$ cat src/rtl/lifo_pkg.sv
// Shared definitions for the run-time selectable LIFO/FIFO buffer:
// the mode encoding and the pointer wrap helpers, which do not assume a power-of-two depth.
package lifo_pkg;

  typedef enum logic {
    MODE_FIFO = 1'b0,
    MODE_LIFO = 1'b1
  } mode_e;

  function automatic int unsigned ptr_inc(input int unsigned ptr, input int unsigned depth);
    return (ptr == depth - 1) ? 0 : ptr + 1;
  endfunction

  function automatic int unsigned ptr_dec(input int unsigned ptr, input int unsigned depth);
    return (ptr == 0) ? depth - 1 : ptr - 1;
  endfunction

endpackage

$ cat src/rtl/buffer_mem.sv
// Register array with one synchronous write port and one registered read port.
// A read and a write to the same slot in one cycle returns the old word.
module buffer_mem #(
  parameter  int unsigned DATA_W = 5,
  parameter  int unsigned DEPTH  = 4,
  localparam int unsigned ADDR_W = (DEPTH > 1) ? $clog2(DEPTH) : 1
) (
  input  logic              clk,
  input  logic              rst,
  input  logic              clr,
  input  logic              we,
  input  logic [ADDR_W-1:0] waddr,
  input  logic [DATA_W-1:0] wdata,
  input  logic              re,
  input  logic [ADDR_W-1:0] raddr,
  output logic [DATA_W-1:0] rdata
);

  logic [DATA_W-1:0] mem_q [DEPTH];
  logic [DATA_W-1:0] rdata_q;
  logic [DATA_W-1:0] rdata_d;

  always_comb begin
    rdata_d = rdata_q;
    if (clr) begin
      rdata_d = '0;
    end else if (re) begin
      rdata_d = mem_q[raddr];
    end
  end

  always_ff @(posedge clk) begin
    if (we) begin
      mem_q[waddr] <= wdata;
    end
  end

  always_ff @(posedge clk) begin
    if (rst) begin
      rdata_q <= '0;
    end else begin
      rdata_q <= rdata_d;
    end
  end

  assign rdata = rdata_q;

endmodule

$ cat src/rtl/lifo_fifo_buffer.sv
// Parametrised word buffer, run-time selectable as stack or queue, with registered
// status, overflow/underflow pulses, flush, and mode switching (non-empty switch clears).
module lifo_fifo_buffer
  import lifo_pkg::*;
#(
  parameter  int unsigned DATA_W    = 5,
  parameter  int unsigned DEPTH     = 4,
  parameter  int unsigned AFULL_THR = DEPTH - 1,
  localparam int unsigned PTR_W     = (DEPTH > 1) ? $clog2(DEPTH) : 1,
  localparam int unsigned CNT_W     = $clog2(DEPTH + 1)
) (
  input  logic              clock,
  input  logic              reset,
  input  logic              mode,
  input  logic              flush,
  input  logic              write,
  input  logic              read,
  input  logic [DATA_W-1:0] datain,
  output logic [DATA_W-1:0] dataout,
  output logic              val,
  output logic              full,
  output logic              empty,
  output logic              afull,
  output logic [CNT_W-1:0]  count,
  output logic              overflow,
  output logic              underflow
);

  logic [PTR_W-1:0] wr_ptr_q, wr_ptr_d;
  logic [PTR_W-1:0] rd_ptr_q, rd_ptr_d;
  logic [CNT_W-1:0] count_q, count_d;
  mode_e            mode_q, mode_d;
  logic             val_q, val_d;
  logic             full_q, full_d;
  logic             empty_q, empty_d;
  logic             afull_q, afull_d;
  logic             overflow_q, overflow_d;
  logic             underflow_q, underflow_d;

  logic             clear;
  logic             is_empty;
  logic             is_full;
  logic             rd_acc;
  logic             wr_acc;
  logic [PTR_W-1:0] wr_inc;
  logic [PTR_W-1:0] wr_dec;
  logic [PTR_W-1:0] rd_inc;

  logic             mem_we;
  logic             mem_re;
  logic [PTR_W-1:0] mem_waddr;
  logic [PTR_W-1:0] mem_raddr;

  always_comb begin
    mode_d      = mode_e'(mode);
    wr_ptr_d    = wr_ptr_q;
    rd_ptr_d    = rd_ptr_q;
    count_d     = count_q;
    val_d       = 1'b0;
    overflow_d  = 1'b0;
    underflow_d = 1'b0;
    mem_we      = 1'b0;
    mem_re      = 1'b0;
    mem_waddr   = wr_ptr_q;
    mem_raddr   = rd_ptr_q;

    is_empty = (count_q == '0);
    is_full  = (count_q == CNT_W'(DEPTH));
    clear    = flush || ((mode_e'(mode) != mode_q) && !is_empty);
    rd_acc   = read && !is_empty;
    // A pop frees a slot in the same cycle, so a full buffer still accepts read+write.
    wr_acc   = write && (!is_full || rd_acc);

    wr_inc = PTR_W'(ptr_inc(32'(wr_ptr_q), DEPTH));
    wr_dec = PTR_W'(ptr_dec(32'(wr_ptr_q), DEPTH));
    rd_inc = PTR_W'(ptr_inc(32'(rd_ptr_q), DEPTH));

    if (clear) begin
      wr_ptr_d = '0;
      rd_ptr_d = '0;
      count_d  = '0;
    end else begin
      underflow_d = read && is_empty;
      overflow_d  = write && is_full && !rd_acc;
      val_d       = rd_acc;
      mem_we      = wr_acc;
      mem_re      = rd_acc;
      count_d     = count_q + CNT_W'(wr_acc) - CNT_W'(rd_acc);
      if (mode_e'(mode) == MODE_LIFO) begin
        // Stack: read+write swaps the top slot in place, pointer untouched.
        mem_raddr = wr_dec;
        mem_waddr = rd_acc ? wr_dec : wr_ptr_q;
        if (wr_acc && !rd_acc) begin
          wr_ptr_d = wr_inc;
        end else if (rd_acc && !wr_acc) begin
          wr_ptr_d = wr_dec;
        end
      end else begin
        if (wr_acc) begin
          wr_ptr_d = wr_inc;
        end
        if (rd_acc) begin
          rd_ptr_d = rd_inc;
        end
      end
    end

    full_d  = (count_d == CNT_W'(DEPTH));
    empty_d = (count_d == '0);
    afull_d = (32'(count_d) >= AFULL_THR);
  end

  always_ff @(posedge clock) begin
    if (reset) begin
      wr_ptr_q    <= '0;
      rd_ptr_q    <= '0;
      count_q     <= '0;
      mode_q      <= MODE_FIFO;
      val_q       <= 1'b0;
      full_q      <= 1'b0;
      empty_q     <= 1'b1;
      afull_q     <= 1'b0;
      overflow_q  <= 1'b0;
      underflow_q <= 1'b0;
    end else begin
      wr_ptr_q    <= wr_ptr_d;
      rd_ptr_q    <= rd_ptr_d;
      count_q     <= count_d;
      mode_q      <= mode_d;
      val_q       <= val_d;
      full_q      <= full_d;
      empty_q     <= empty_d;
      afull_q     <= afull_d;
      overflow_q  <= overflow_d;
      underflow_q <= underflow_d;
    end
  end

  buffer_mem #(
    .DATA_W (DATA_W),
    .DEPTH  (DEPTH)
  ) u_mem (
    .clk   (clock),
    .rst   (reset),
    .clr   (clear),
    .we    (mem_we),
    .waddr (mem_waddr),
    .wdata (datain),
    .re    (mem_re),
    .raddr (mem_raddr),
    .rdata (dataout)
  );

  assign val       = val_q;
  assign full      = full_q;
  assign empty     = empty_q;
  assign afull     = afull_q;
  assign count     = count_q;
  assign overflow  = overflow_q;
  assign underflow = underflow_q;

endmodule

$ cat config.mk
export PLATFORM = sky130hd
export DESIGN_NAME = lifo_fifo_buffer
export DESIGN_NICKNAME = d
export VERILOG_FILES = /design/src/rtl/lifo_pkg.sv /design/src/rtl/buffer_mem.sv /design/src/rtl/lifo_fifo_buffer.sv
export SDC_FILE = /design/constraint.sdc
export NUM_CORES = 1
export LEC_CHECK = 0
export ABC_AREA = 1
export CORE_MARGIN = 2
export CORE_UTILIZATION = 30
export CTS_BUF_LIST = sky130_fd_sc_hd__clkbuf_4 sky130_fd_sc_hd__clkbuf_8 sky130_fd_sc_hd__clkbuf_16
export DETAILED_ROUTE_END_ITERATION = 10
export HOLD_SLACK_MARGIN = 0.15
export SKIP_LAST_GASP = 1
export SLEW_MARGIN = 20
export SYNTH_ARGS = -nofsm -noshare
export SYNTH_HDL_FRONTEND = slang
export SYNTH_HIERARCHICAL = 1
export SYNTH_SLANG_ARGS = --single-unit
$ cat constraint.sdc
create_clock -name clock -period 5.4 [get_ports clock]
set_input_delay 1.08 -clock clock [delete_from_list [all_inputs] [get_ports clock]]
set_output_delay 1.08 -clock clock [all_outputs]
set_load 0.01 [all_outputs]
==> metrics <==
status=finished, final reports clean; CTS tree=done; EDFF count, synth=20; RSZ-0062 raised after global routing=no; total power divided by cell area=between 200 and 300 nW/um^2; Cell Int Power=0.4523 mW; Distinct cells, synth=26; GPL Wtd Cong=roughly 0.69; slowest CP cell=clkdlybuf4s50_1; Die Wd=~80 um; post-CTS setup buffer count=0; drt total wl=between 3000 and 4000 um; hold_buf cts=0; TritonCTS Buffers=5; synthesized area per cell=~9.4 sq um; post-layout power=around 0.63 mW; drt pass-1 iters=4; Cell Chain, Critical Path=clkdlybuf4s50_1 > inv_2 > nand2_2 > nand2_2 > nand2_4 > nand2_4 > nor2_4 > nand2_1 > nand2_1 > nand2_1 > nor3_1; Root Buffer=clkbuf_8; pin count of the biggest net entering global routing=15; Worst-Skew Late Latency=about 0.30 ns; Tcrit/Tclk final=0.6053; Nets=234; pin slew with the least headroom to its limit=around 0.68 ns; Clock Skew=0.006915 ns; Worst Reg-to-Reg Cells=11; Fin. Hold Viols=0; initial DRC count=76; internal reg-to-reg setup slack=between 2 and 3 ns; Antenna diodes=0; Comb pwr share=0.156; die area=roughly 6500 sq um; # rows=28; Layout area overhead=23.13%; critical path required time=~5.3 ns; sequential share of the synthesized area=0.5529; gr ovfl total=0; vias in the first global route=1171; antenna violations before repair=0; asr flop ratio synth=0; detailed-route via count=~1200; minimum clock period=3.269 ns; Mapped Cells=188; Initial Util=0.3051; Sw Ratio=0.2812; R2R Path End=empty; gr usage total=0.1114; top-count cell post-synth=nand2_1; Max Slew Vio Count=0; IO Port Bufs=24; Reg power frac=0.519; Pleak=0.8834 nW; maximum vdd drop=about 0.000099 V; Synth top area share=0.3385; Reg clk slew, reported paths=~0.08 ns; core area=just under 6000 sq um; flops & latches, synth=39; class of the worst hold path=reg -> reg; Worst setup startpoint=mode; Critical Path End Type=flip-flop; class of the most critical setup path=in -> reg; Max-Cap Viols=0; net switching power=around 0.18 mW; Post-DRT Antenna Nets=0; fin util=0.3756; CP max stage delay=between 0.5 and 0.6 ns; dpl hpwl=~2500 um; htree depth=2; worst r2r src=count[1]; Worst path top cell family by delay=simple AND/OR/NAND/NOR gates; post_cts resized=0; via-per-instance ratio=4.171; Slew HR=0.5446; first-pass GRT wire length=roughly 5500 um; post-synth top area cell=edfxtp_1; share of layout cells above drive strength 1=0.1514; Avg WL per Cell=11.03 um; Most used DFF post-synth=edfxtp_1; syn nets=between 200 and 250; Ports=25; Data arrival, critical path=approximately 3.2 ns; Crit Path Max Fanout=11; PnR worst setup slack=around 2.1 ns; Clock power frac=0.325; Peak Freq=305.9 MHz; die height=between 80 and 90 um; # DRC=0; top cells by count, synth=52 x nand2_1, 21 x inv_1, 20 x edfxtp_1; Most common cell on crit path=nand2_1; Startpoint Class=input port; # clock sinks=39; Critical path buffers and inverters=2; count of final setup violators=0; setup TNS=0 ns; cell area after synthesis=1774 sq um; worst slack, placed=1.818 ns; buffers from clock root to sink, at most=2; Setup crit end=u_mem/mem_q[2][0]; CP Depth=11; yosys synthesis warning count=6; top cells by area, synth=edfxtp_1 34%, dfxtp_1 21%, nand2_1 11%, inv_1 4.4%, ha_1 3.5%
how the worst min path moves through the flow:
stage	start	end	slack, ns	cells after the start
after floorplan	rd_ptr_q[1]	rd_ptr_q[1]	0.45	2
after global placement	rd_ptr_q[1]	rd_ptr_q[1]	0.49	2
after detailed placement	rd_ptr_q[1]	rd_ptr_q[1]	0.49	2
after CTS	rd_ptr_q[1]	rd_ptr_q[1]	0.50	2
after global routing	rd_ptr_q[1]	rd_ptr_q[1]	0.55	2
final	rd_ptr_q[1]	rd_ptr_q[1]	0.50	2
logic make-up after synthesis:
group / after synthesis / synth area share
buf+inv: 27 / 0.06488
flops: 39 / 0.5529
compound gates: 16 / 0.05571
simple gates: 97 / 0.2652
fa+ha+maj: 6 / 0.04654
xor+xnor: 3 / 0.01481
layout by cell type, fill, tap and decap left out, types with 4 or more instances in the layout:
master / netlist / final
nand2_1: 52 / 52
clkdlybuf4s50_1: 0 / 24
inv_1: 21 / 21
edfxtp_1: 20 / 20
dfxtp_1: 19 / 19
nor2_1: 12 / 12
nand3_1: 12 / 12
o21ai_0: 8 / 8
nand2_2: 5 / 5
ha_1: 5 / 5
clkbuf_8: 0 / 5
a21oi_2: 5 / 5
nor3_1: 4 / 4
area by class of cell:
cell class | instances | area, sq um
sequential | 39 | 980.9
inverter | 25 | 98.84
multi-input combinational | 122 | 678.2
clock buffer | 5 | 68.82
timing repair buffer | 24 | 240.2
clock inverter | 3 | 23.77
tap | 75 | 93.84
fill | 603 | 3631
sequential cells by signal (all words and copies together), names as in the netlist, 2 cells and up:
name         cells
rd_ptr_q         2
u_mem/mem_q     20
wr_ptr_q         2
u_mem/rdata      5
count            3
tightest hold or removal path: stages (launching register included):
cell	delay (ns)
dfxtp_1	0.33
nand2_1	0.07
a21oi_1	0.05
metrics by stage:
step                hold slack [ns]  std cells  instance area (sq um)
floorplan                    0.4524        188                   1774
global placement             0.4898        285                   2092
detailed placement           0.4857        285                   2092
CTS                          0.5018        293                   2185
global route                 0.5521        293                   2185
finish                       0.4958        293                   2185
metal layers:
layer | wire length, um | GRT usage
met3 | 120 | 0.02889
met2 | 1444 | 0.1661
met5 | 0 | 0
met1 | 1607 | 0.1514
met4 | 61 | 0.05085
power by group through the flow:
stage	clock network [mW]	logic, mW	registers (mW)
global route	0.222	0.111	0.328
floorplan	0	0.0659	0.335
finish	0.205	0.0979	0.327
global placement	0	0.0974	0.333
CTS	0.209	0.0989	0.327
detailed placement	0	0.0984	0.334
Note: power is estimated with default switching activity, not from simulation.
==> RTL edit 1, RTL diff (same settings) <==
`DEPTH` is set to 4 in 2 places; all go to 8.
--- a/src/rtl/buffer_mem.sv
+++ b/src/rtl/buffer_mem.sv
@@ -4,3 +4,3 @@
   parameter  int unsigned DATA_W = 5,
-  parameter  int unsigned DEPTH  = 4,
+  parameter  int unsigned DEPTH  = 8,
   localparam int unsigned ADDR_W = (DEPTH > 1) ? $clog2(DEPTH) : 1
--- a/src/rtl/lifo_fifo_buffer.sv
+++ b/src/rtl/lifo_fifo_buffer.sv
@@ -6,3 +6,3 @@
   parameter  int unsigned DATA_W    = 5,
-  parameter  int unsigned DEPTH     = 4,
+  parameter  int unsigned DEPTH     = 8,
   parameter  int unsigned AFULL_THR = DEPTH - 1,
Ports: changed (resized count); port bits go from 25 to 26. No check against the original RTL was run, so the function may have changed too.
==> RTL edit 1 against the original RTL <==
  * Routed wire length grew 98%
  * Register-to-register slack lost 400 ps
  * Maximum frequency shrank 5.2%
  * Final area grew 64%
  * Sequential cell count grew 23
  * Setup slack lost 180 ps
  * Die area grew 65%
  * Critical path type unchanged
  * Power grew 92%
  * Clock power grew 110%
  * Area after synthesis grew 69%
==> RTL edit 1: results (changes against the original RTL) <==
Detailed routing
The average detailed-routed wire length per instance is 12.6 um (was 11.0 um). The total routed wire length on the met1 layer was 3.01 mm (was 1.61 mm). The count of vias placed by the detailed router is 2230 (was 1222).

Critical path
The kind of cell with the highest combined delay on the critical path is buffers and inverters (was simple AND/OR/NAND/NOR gates). The flop-to-flop setup slack came to 2510 ps (was 2910 ps). The critical path arrival was 3720 ps (was 3200 ps).

The delay of the slowest cell on the worst path is 640 ps (was 580 ps). The slowest cell on the critical path was sky130_fd_sc_hd__a21oi_1 (was sky130_fd_sc_hd__clkdlybuf4s50_1). The path depth of the worst reg2reg path is 16 (was 11).

The startpoint of the most critical register-to-register path is count[2]$_SDFF_PP0_ (was count[1]$_SDFF_PP0_).

Place
The final estimated routing congestion in global placement is 0.849 (was 0.687). The number of buffers added on ports is 25 (was 24). The HPWL after detailed placement was 4.73 mm (was 2.47 mm). The setup slack at placement is 1660 ps (was 1820 ps).

Global route
The met2 usage in global routing is 20.2% (was 16.6%). The wire length of the first global-routing pass is 10.6 mm (was 5.48 mm). The routing usage on met1 was 16.1% (was 15.1%).

Outcome
Run status: finished, final reports clean (unchanged).

Synth
The complex-gate fraction of the synthesized area was 4.14% (was 5.57%). The number of enable-type register cells in the synthesized netlist was 40 (was 20). The synthesized instance count is 342 (was 188). The net count of the mapped netlist is 366 (was 205). Top cells by count, synth: sky130_fd_sc_hd__nand2_1 (83), sky130_fd_sc_hd__inv_1 (68), sky130_fd_sc_hd__edfxtp_1 (40) (was sky130_fd_sc_hd__nand2_1 (52), sky130_fd_sc_hd__inv_1 (21), sky130_fd_sc_hd__edfxtp_1 (20)). The post-synthesis share of cell area spent on full adders, half adders and majority gates was 5.69% (was 4.65%). The sequential-to-total area share from yosys stat was 54.9% (was 55.3%).

Cells and area
The flip-flop count of the largest register, all copies and words added was 40 (was 20).

CTS
The H-tree level count is 3 (was 2). The TritonCTS buffer count is 9 (was 5). The clock insertion delay at the later pin of the skew report is 340 ps (was 300 ps).

Timing
The pin slew with the least headroom to its limit was 821 ps (was 678 ps).

Power and ir drop
The maximum ir drop on the vdd rail is 0.108 mV (was 0.0987 mV). The leakage power was 1.55 nW (was 0.883 nW).

Worst hold path
The sink of the worst hold path is rd_ptr_q[2]$_SDFFE_PP0P_ (was rd_ptr_q[1]$_SDFFE_PP0P_).
-- RTL edit 1: changes by cell type in the layout (fill, tap and decap cells not counted), moves of 3 or more --
cell,change
sky130_fd_sc_hd__clkbuf_8,+4
sky130_fd_sc_hd__dfxtp_1,+3
sky130_fd_sc_hd__nand2_1,+31
sky130_fd_sc_hd__a21oi_1,+10
sky130_fd_sc_hd__nand3_1,+27
sky130_fd_sc_hd__clkinv_1,+3
sky130_fd_sc_hd__nor2_1,+14
sky130_fd_sc_hd__a21oi_2,-4
sky130_fd_sc_hd__nor3_1,-3
sky130_fd_sc_hd__ha_1,+7
sky130_fd_sc_hd__edfxtp_1,+20
sky130_fd_sc_hd__inv_1,+47
-- RTL edit 1: cell type report --
cell class	count	area [sq um]
clock buffers	9	124
flip-flops and latches	62	1640
well taps	133	166
fillers	1001	6140
repair buffers	26	258
clock inverters	7	88.8
inverters	71	267
multi-input cells	202	1040
-- RTL edit 1: power by group through the flow --
stage          Combinational (mW)  Sequential, mW  Clock, mW
6_report                    0.234           0.537      0.440
5_1_grt                     0.266           0.540      0.465
3_5_place_dp                0.232           0.548          0
3_3_place_gp                0.229           0.547          0
2_1_floorplan               0.160           0.550          0
4_1_cts                     0.235           0.537      0.450
-- RTL edit 1: how the worst max path moves through the flow --
stage               slack [ps]                     endpoint  cells past startpoint
detailed placement        1660  u_mem/rdata[3]$_SDFFE_PP0P_                     12
global placement          1710              full$_SDFF_PP0_                     14
floorplan                 2430             empty$_SDFF_PP1_                     13
finish                    1950  u_mem/rdata[3]$_SDFFE_PP0P_                     12
global route              1680  u_mem/rdata[3]$_SDFFE_PP0P_                     12
CTS                       1970  u_mem/rdata[3]$_SDFFE_PP0P_                     12
==> RTL edit 2, RTL diff (same settings) <==
Without the edit above. Register the input `mode` before use. The logic sees it one clock later. The other inputs are not delayed to match.
--- a/src/rtl/lifo_fifo_buffer.sv
+++ b/src/rtl/lifo_fifo_buffer.sv
@@ -28,2 +28,8 @@
 
+  logic mode_r;
+
+  always_ff @(posedge clock) begin
+    mode_r <= mode;
+  end
+
   logic [PTR_W-1:0] wr_ptr_q, wr_ptr_d;
@@ -54,3 +60,3 @@
   always_comb begin
-    mode_d      = mode_e'(mode);
+    mode_d      = mode_e'(mode_r);
     wr_ptr_d    = wr_ptr_q;
@@ -68,3 +74,3 @@
     is_full  = (count_q == CNT_W'(DEPTH));
-    clear    = flush || ((mode_e'(mode) != mode_q) && !is_empty);
+    clear    = flush || ((mode_e'(mode_r) != mode_q) && !is_empty);
     rd_acc   = read && !is_empty;
@@ -88,3 +94,3 @@
       count_d     = count_q + CNT_W'(wr_acc) - CNT_W'(rd_acc);
-      if (mode_e'(mode) == MODE_LIFO) begin
+      if (mode_e'(mode_r) == MODE_LIFO) begin
         // Stack: read+write swaps the top slot in place, pointer untouched.
Check against the original RTL: not equivalent (a bounded check fails within 4 cycles, from zero or initial values and one cycle with reset high).
==> RTL edit 2 against the original RTL <==
  * Area after synthesis is 1.1% higher
  * Setup slack better by 120 ps
  * Clock power increased by 19%
  * Routed wire length decreased by 0.28%
  * Clock skew up 3.7 ps
  * Highest routed layer unchanged
  * Power is 7.3% higher
  * Sequential cell count increased by 1
  * Utilization grew 0.44 points
  * Final area is 1.8% higher
==> RTL edit 2: results (changes against the original RTL) <==
Global route
The global-route total usage across every layer is 11.0% (was 11.1%). The wire length of the first global-routing pass came to 5.35 mm (was 5.48 mm).

Place
The final estimated routing congestion in global placement was 0.812 (was 0.687). The number of placed instances with taps included came to 286 (was 285). The cell area after placement was 0.00211 sq mm (was 0.00209 sq mm). The setup slack at placement is 1930 ps (was 1820 ps).

Power and ir drop
The leakage power is 0.907 nW (was 0.883 nW). The areal power density over the cells was 304 mW/mm^2 (was 288 mW/mm^2). The maximum ir drop on the vdd rail is 0.104 mV (was 0.0987 mV). The switching fraction of total power came to 25.4% (was 28.1%).

Cells and area
The multi-input combinational area share came to 30.5% (was 31.0%). The share of post-route cells with drive strength above 1 is 14.6% (was 15.1%). The number of fill cells is 605 (was 603). The area fraction of clock buffers and clock inverters is 5.01% (was 4.24%).

Die
The area of the placeable core is 0.00585 sq mm (was 0.00582 sq mm).

Critical path
The startpoint of the most critical register-to-register path is mode_d$_DFF_P_ (was count[1]$_SDFF_PP0_). The worst setup path endpoint is empty$_SDFF_PP1_ (was u_mem/mem_q[2][0]$_DFFE_PP_). The critical path arrival was 3320 ps (was 3200 ps).

Synth
The post-synthesis share of cell area spent on xor and xnor gates came to 1.46% (was 1.48%). Top area cells in the synthesized netlist: sky130_fd_sc_hd__edfxtp_1 (33%), sky130_fd_sc_hd__dfxtp_1 (22%), sky130_fd_sc_hd__nand2_1 (11%) (was sky130_fd_sc_hd__edfxtp_1 (34%), sky130_fd_sc_hd__dfxtp_1 (21%), sky130_fd_sc_hd__nand2_1 (11%)). The sequential-to-total area share from yosys stat came to 55.8% (was 55.3%). The mean instance size in the synthesized netlist is 9.49 sq um (was 9.44 sq um).

The net count of the mapped netlist is 206 (was 205). Top cells by count, synth: sky130_fd_sc_hd__nand2_1 (52), sky130_fd_sc_hd__inv_1 (21), sky130_fd_sc_hd__dfxtp_1 (20), sky130_fd_sc_hd__edfxtp_1 (20) (was sky130_fd_sc_hd__nand2_1 (52), sky130_fd_sc_hd__inv_1 (21), sky130_fd_sc_hd__edfxtp_1 (20)).

Detailed routing
The average detailed-routed wire length per instance is 11.0 um (about the same). The routed wire length is 3.22 mm (was 3.23 mm).

Outcome
Run status: finished, final reports clean (unchanged).

Timing
The post-route clock skew came to 10.6 ps (was 6.91 ps). The worst hold margin is 490 ps (was 496 ps).
RTL edit 2: changes by cell type in the layout (fill, tap and decap cells not counted), sizes merged:
cell,unedited run,this run
bufinv,0,1
clkinv,1,3
clkinvlp,2,0
dfxtp,19,20
inv,25,24
RTL edit 2: worst max-delay path: stages:
cell and delay [ps]:
sky130_fd_sc_hd__clkdlybuf4s50_1 520, sky130_fd_sc_hd__nor2_1 60, sky130_fd_sc_hd__nand2_1 70, sky130_fd_sc_hd__nand2_1 100, sky130_fd_sc_hd__ha_1 290, sky130_fd_sc_hd__inv_1 40
sky130_fd_sc_hd__ha_1 180, sky130_fd_sc_hd__fa_1 370, sky130_fd_sc_hd__xnor2_1 180, sky130_fd_sc_hd__xor2_1 310, sky130_fd_sc_hd__o21ai_0 110
RTL edit 2: routing by layer:
metal	wire length (um)	GRT usage [%]	share of wire [%]
met5	0	0	0
met4	83	6.61	2.6
met3	109	3.00	3.4
met2	1450	16.4	45
met1	1580	14.1	49
